<file path="src/rtl/bitrev_reorder.sv">
// Ping-pong bit-reversal reorder buffer: frames of 2**LOG2N words in natural order out in bit-reversed order.
// Optional frame-length check enabled by defining BITREV_REORDER_FRAME_CHECK_EN (adds in_last_i / err_o).
module bitrev_reorder #(
  parameter int LOG2N = 3,
  parameter int W     = 16
) (
  input  logic         clk,
  input  logic         arst_n,
  input  logic         in_vld_i,
  input  logic [W-1:0] in_dat_i,
  output logic         in_rdy_o,
  output logic         out_vld_o,
  output logic [W-1:0] out_dat_o,
  output logic         out_last_o,
  input  logic         out_rdy_i
`ifdef BITREV_REORDER_FRAME_CHECK_EN
  ,
  input  logic         in_last_i,
  output logic         err_o
`endif
);

  localparam int N = 1 << LOG2N;
  localparam logic [LOG2N-1:0] IDX_MAX = LOG2N'(N - 1);

  logic [W-1:0]     mem [2][N];
  logic [1:0]       full, full_nxt;
  logic             wr_bank, rd_bank;
  logic [LOG2N-1:0] wr_idx, rd_idx;
  logic             wr_en, rd_en, wr_done, rd_done;

  function automatic logic [LOG2N-1:0] rev(input logic [LOG2N-1:0] a);
    logic [LOG2N-1:0] r;
    for (int i = 0; i < LOG2N; i++) r[i] = a[LOG2N-1-i];
    return r;
  endfunction

  // Handshake decode uses registered flags only, so in_rdy_o never depends on out_rdy_i.
  assign in_rdy_o   = !full[wr_bank];
  assign out_vld_o  = full[rd_bank];
  assign wr_en      = in_vld_i && in_rdy_o;
  assign rd_en      = out_vld_o && out_rdy_i;
  assign wr_done    = wr_en && (wr_idx == IDX_MAX);
  assign rd_done    = rd_en && (rd_idx == IDX_MAX);
  assign out_dat_o  = out_vld_o ? mem[rd_bank][rev(rd_idx)] : '0;
  assign out_last_o = out_vld_o && (rd_idx == IDX_MAX);

  // Write completion and read completion always target different banks.
  always_comb begin
    full_nxt = full;
    if (rd_done) full_nxt[rd_bank] = 1'b0;
    if (wr_done) full_nxt[wr_bank] = 1'b1;
  end

  always_ff @(posedge clk or negedge arst_n) begin
    if (!arst_n) begin
      full    <= '0;
      wr_bank <= 1'b0;
      rd_bank <= 1'b0;
      wr_idx  <= '0;
      rd_idx  <= '0;
    end else begin
      full <= full_nxt;
      if (wr_en) wr_idx <= wr_idx + LOG2N'(1);
      if (wr_done) wr_bank <= !wr_bank;
      if (rd_en) rd_idx <= rd_idx + LOG2N'(1);
      if (rd_done) rd_bank <= !rd_bank;
    end
  end

  // Frame storage is deliberately left without reset.
  always_ff @(posedge clk) begin
    if (wr_en) mem[wr_bank][wr_idx] <= in_dat_i;
  end

`ifdef BITREV_REORDER_FRAME_CHECK_EN
  always_ff @(posedge clk or negedge arst_n) begin
    if (!arst_n) begin
      err_o <= 1'b0;
    end else if (wr_en && (in_last_i != (wr_idx == IDX_MAX))) begin
      err_o <= 1'b1;
    end
  end
`endif

endmodule

</file>
<file path="config.mk">
export PLATFORM = sky130hd
export DESIGN_NAME = bitrev_reorder
export DESIGN_NICKNAME = d
export VERILOG_FILES = /design/src/rtl/bitrev_reorder.sv
export SDC_FILE = /design/constraint.sdc
export NUM_CORES = 1
export LEC_CHECK = 0
export CORE_MARGIN = 2
export CORE_UTILIZATION = 49
export DETAILED_ROUTE_END_ITERATION = 8
export PLACE_DENSITY = 0.67
export SLEW_MARGIN = 20
export SYNTH_ARGS = -nofsm -noshare
export SYNTH_HDL_FRONTEND = slang
export SYNTH_SLANG_ARGS = --single-unit
</file>
<file path="constraint.sdc">
create_clock -name clk -period 5.1 [get_ports clk]
set_clock_uncertainty 0.1 [all_clocks]
set_input_delay 1.53 -clock clk [delete_from_list [all_inputs] [get_ports clk]]
set_output_delay 1.53 -clock clk [all_outputs]
set_load 0.02 [all_outputs]
</file>
Word level (Yosys, flattened, before mapping)
Memories as Yosys holds them, arrays and structs flattened.
Cells that the tools add are included.
{"block": "op_classes", "n_addsub": 2, "magnitude_cmp": 7, "eq_ne": 2, "muxes": 18, "bitwise": 5, "n_reduce_logical": 11}
{"cell": "2-to-1 mux 128 bit", "count": 1}
{"cell": "2-to-1 mux 16 bit", "count": 4}
{"cell": "binary-select mux 16 bit (select 3 bit)", "count": 1}
{"cell": "demux 16 bit (select 3 bit)", "count": 1}
{"cell": ">= comparator 4 bit, second input constant", "count": 2}
{"cell": "logical AND 1 bit", "count": 8}
{"cell": "NOT 3 -> 4 bit", "count": 2}
{"cell": "2-to-1 mux 1 bit", "count": 7}
{"cell": "adder 3 x 1 -> 3 bit, second input constant", "count": 2}
{"cell": "== test 3 bit, second input constant", "count": 2}
{"cell": "less-than comparator 1 x 2 -> 1 bit, second input constant", "count": 2}
{"cell": "less-than comparator 4 x 1 -> 1 bit, second input constant", "count": 1}
{"cell": "2-to-1 mux 2 bit", "count": 2}
{"cell": "logical NOT 1 bit", "count": 3}
{"cell": "bitwise AND 2 bit", "count": 1}
{"cell": "demux 1 bit (select 1 bit)", "count": 2}
{"cell": ">= comparator 1 bit, second input constant", "count": 2}
{"cell": "NOT 2 bit", "count": 1}
{"cell": "OR 2 bit", "count": 1}
{"block": "word_totals", "ff_bits": 10, "ram_bits": 256, "inputBits": 20, "out_inout_bits": 19, "elab_cells": 51, "mem_count": 1}
{"memory": "mem", "words": 2, "word_bits": 128, "read_ports": 1, "rd_ports_with_merged_regs": 0, "write_ports": 1, "line": "26", "source": "logic [W-1:0] mem [2][N];"}

Depth between registers and ports, before layout
Gate-level depths: netlist (run 1).
{"block": "logic_depth", "depth_word": 9, "mapped_depth": 6, "mapped_depth_nobuf": 5}

Worst setup path before layout (run 1)
OpenSTA, ideal clock, no wires.
{"block": "synth_timing", "path_type": "input to register", "start": "input in_vld_i", "end": "memory mem[0][112] in the netlist's numbering, enable pin", "setup_time_ns": 0.409, "t_arrival_ns": 2.871, "required_ns": 4.591, "setup_slack_ns": 1.719, "stages": 2, "n_path_buf": 0, "cell_sequence": "nand4bb_1 nor3_1"}
{"block": "synth_via", "elab_chain_cells": 3}
{"element": "from (decl)", "line": "9", "source": "input logic in_vld_i,"}
{"element": "logical AND 1 bit", "line": "41", "source": "assign wr_en = in_vld_i && in_rdy_o;"}
{"element": "2-to-1 mux 1 bit", "line": "73", "source": "if (wr_en) mem[wr_bank][wr_idx] <= in_dat_i;"}
{"element": "2-to-1 mux 128 bit (implied by the code)", "line": "73"}
{"element": "to (decl)", "line": "26"}
No other way between the ends.

Final worst setup path (run 1)
{"block": "layout_timing", "start": "register rd_idx[2]", "end": "output out_dat_o[14]"}
{"block": "layout_via", "elab_chain_cells": 5}
{"element": "from (decl)", "line": "29", "source": "logic [LOG2N-1:0] wr_idx, rd_idx;"}
{"element": "from (signal assigned)", "line": "66", "source": "if (rd_en) rd_idx <= rd_idx + LOG2N'(1);"}
{"element": "NOT 3 -> 4 bit (implied by the code)", "line": "45", "source": "assign out_dat_o = out_vld_o ? mem[rd_bank][rev(rd_idx)] : '0;"}
{"element": "binary-select mux 16 bit (select 3 bit)", "line": "45"}
{"element": "2-to-1 mux 16 bit (implied by the code) (2 in series)", "line": "45"}
{"element": "2-to-1 mux 16 bit", "line": "45"}
{"element": "to (decl)", "line": "13", "source": "output logic [W-1:0] out_dat_o,"}
No other way between the ends. The select of a mux whose other input is x is not followed.

==> reports/metrics.cfg, run 1 <==
[run_status]
status=finished, final reports clean

[clock_tree]
htreeDepth=1
cts.sink_count=266
clkTransAtPathRegs_ps=60
clock_path_buffers=3
cts_root_buffer=clkbuf_16
numCtsBuffers=25
cts_resized=0
cts_setup_buffers=0
cts_tree=yes
insertion_delay_ps=510
ctsHoldBuffers=0

[power]
netSwitchingFraction_pct=30.08
powerDensity_nw_per_um2=528.4
pwr-share-comb_pct=30.3
p_clk_share_pct=25.9
peakVddDrop_uv=312.7
p_leak_nw=3.914
power.share.sequential_pct=43.8
p_sw_w=0.001908
p_int_w=0.004435

[timing]
fin_crit_sh_pct=89.39
tightest_slew_ps=828.1
finalCriticalPeriod_ps=4559
rsz0062_at_grt=no
max_freq_mhz=219.4
setup_violations=0
setup_ws_ps=541.2
slew_headroom_pct=44.79
tns_ps=0
slew_violations=0
hold_viol_final=0

[critical_path]
regToRegEndpoint=mem[1][54]
critPathKind=register to output pin
cp-start-kind=register
cp-end-kind=output pin
cp_max_fo=37
cp_slowest_cell=dfrtp_2
reg2regPathDepth=4
slowest_delay_ps=640
required_ps=3470
arrival_ps=2930
reg2reg_slack_ps=2420
cp_cell_sequence=buf_12, mux4_2, a22oi_1, o31ai_1, clkdlybuf4s50_1
worstReg2RegStart=wr_bank

[floorplan]
initial_core_util_pct=49.93
die_width_um=150.4
row_count=53
die_h_um=150.4
core_um2=21020
pin_count=39
dieArea_um2=22610

[global_routing]
grt-ovfl-total=0
grt.total_usage_pct=19.52
grt_pass1_wl_um=31600
first_global_vias=4939
grt_max_degree=70
antenna_found_initial=1

[synth]
syn_avg_cell_area_um2=22.72
synth_async_sr_flop_share_pct=3.759
synth_common_cells=edfxtp_1, mux4_1, mux2i_1, mux4_2, o22ai_1
synth-edff-count=256
syn_area_um2=10500
synthCells=462
post-synth-top-count-cell=edfxtp_1
synth-main-ff-cell=edfxtp_1
synth.distinct_cells=31
ys_ff_latch=266
synth.largest_area_cell=edfxtp_1
syn-num-nets=486
ys_seq_area_share_pct=75.62
yosysTopAreaCellShare_pct=73.24
ys_warn_count=0
yosys-top-cells-area=edfxtp_1, mux4_1, mux4_2

[worst_hold_path]
hold_start=wr_idx[0]
hold_path_end=wr_idx[0]
hold_path_depth=1
min_path_type=register to register

[final_layout]
drive_above_1_share_pct=19.52
n_fill_cell=1494
area_growth_pct=14.34
diodes=0
nets=550

[drt]
via_count=4872
drc_errors=0
avgViaCountPerCell=5.956
first_iter_violations=459
first_pass_iters=5
drt_wl_total_um=21340
final_antenna_net_count=0
wl_per_cell_um=26.09

[placed_design]
portBuffers=38
gp_congestion=0.7211
dp_slack_ps=1057
hpwl_um=11810

[run]
drv_cap=0

-- worst max-delay path: cells and delay by family (launching register included) --
family / cells / cell delay [ps]
compound gates: 2 / 360
flops: 1 / 640
mux: 1 / 530
buf+inv: 2 / 850
-- state kept, by name, summed over array words and instances (netlist names) --
name and count:
wr_bank 1, rd_idx 3, rd_bank 1, wr_idx 3
full 2, mem 256
-- final cells by class --
| class | count | area [um^2] | share of cell area [%] |
|---|---|---|---|
| Clock buffer | 31 | 648.1 | 5.400 |
| Clock inverter | 13 | 61.31 | 0.5108 |
| Timing Repair Buffer | 61 | 578.1 | 4.817 |
| Tap cell | 275 | 344.1 | 2.867 |
| Multi-Input combinational cell | 172 | 2426 | 20.21 |
| Sequential cell | 266 | 7944 | 66.19 |
-- per-stage QoR --
stage	utilization (%)	instances	hold WS (ps)	power, W	instance area [um^2]
after global placement	53.72	774	438.8	0.004728	11290
after detailed placement	53.72	774	455.5	0.004771	11290
after global routing	57.09	818	509.4	0.006618	12000
final	57.09	818	466.4	0.006342	12000
after floorplan	-	462	415.1	0.004111	10500
after CTS	57.09	818	471.1	0.006413	12000
-- worst max path at each step --
stage              start             to  slack (ps)
5_1_grt          rd_bank  out_dat_o[15]         410
4_1_cts          rd_bank  out_dat_o[15]         500
6_report       rd_idx[2]  out_dat_o[14]         540
2_1_floorplan   in_vld_i    mem[0][112]        1720
3_3_place_gp     rd_bank  out_dat_o[12]        1060
3_5_place_dp     rd_bank  out_dat_o[10]        1060
-- metal layers --
metal  vias to the layer above  GRT usage (%)  share of wire (%)
li1                       2113              -                  -
met1                      2617          28.28                 44
met2                       116          31.77                 50
met3                        24          3.212                5.3
met4                         2          4.151                1.3
met5                         -              0              0.075
-- power by group through the flow --
stage | combinational, W | clock (W) | sequential [W]
2_1_floorplan | 0.00142 | 0 | 0.00269
3_3_place_gp | 0.00192 | 0 | 0.00281
5_1_grt | 0.00206 | 0.00176 | 0.00280
6_report | 0.00192 | 0.00164 | 0.00278
4_1_cts | 0.00195 | 0.00168 | 0.00278
3_5_place_dp | 0.00195 | 0 | 0.00282
-- cells by family after synthesis --
kind of cell | count (synthesis) | share of synthesized area [%]
AOI/OAI and AO/OA | 28 | 1.717
xor gates and xnor gates | 2 | 0.1669
adders and majority gates | 4 | 0.4768
buffers and inverters | 24 | 1.740
DFF | 266 | 75.62
muxes | 101 | 18.44
and+or+nand+nor | 37 | 1.836
-- placed cells by master (no fill, tap or decap), types with 3 or more instances in the layout --
cell             instances
a31oi_1                  3
mux4_1                  37
edfxtp_1               256
clkinv_2                 4
clkbuf_1                 6
ha_1                     4
mux2_2                   8
o31ai_1                  3
nand2_1                  7
nor3_2                   4
mux4_2                  25
clkbuf_16               25
mux2i_1                 31
clkinv_1                 7
dfrtp_1                  7
nand2b_1                 5
nor2_2                  12
o22ai_1                 16
buf_4                   21
clkdlybuf4s50_1         38
Note: power is estimated with default switching activity, not from simulation.
==> run 2: changes to the inputs <==
- SKIP_CTS_REPAIR_TIMING: default -> 1
==> results of run 2 <==
Same layout as run 1: the final DEF is identical, and so are final timing and power.
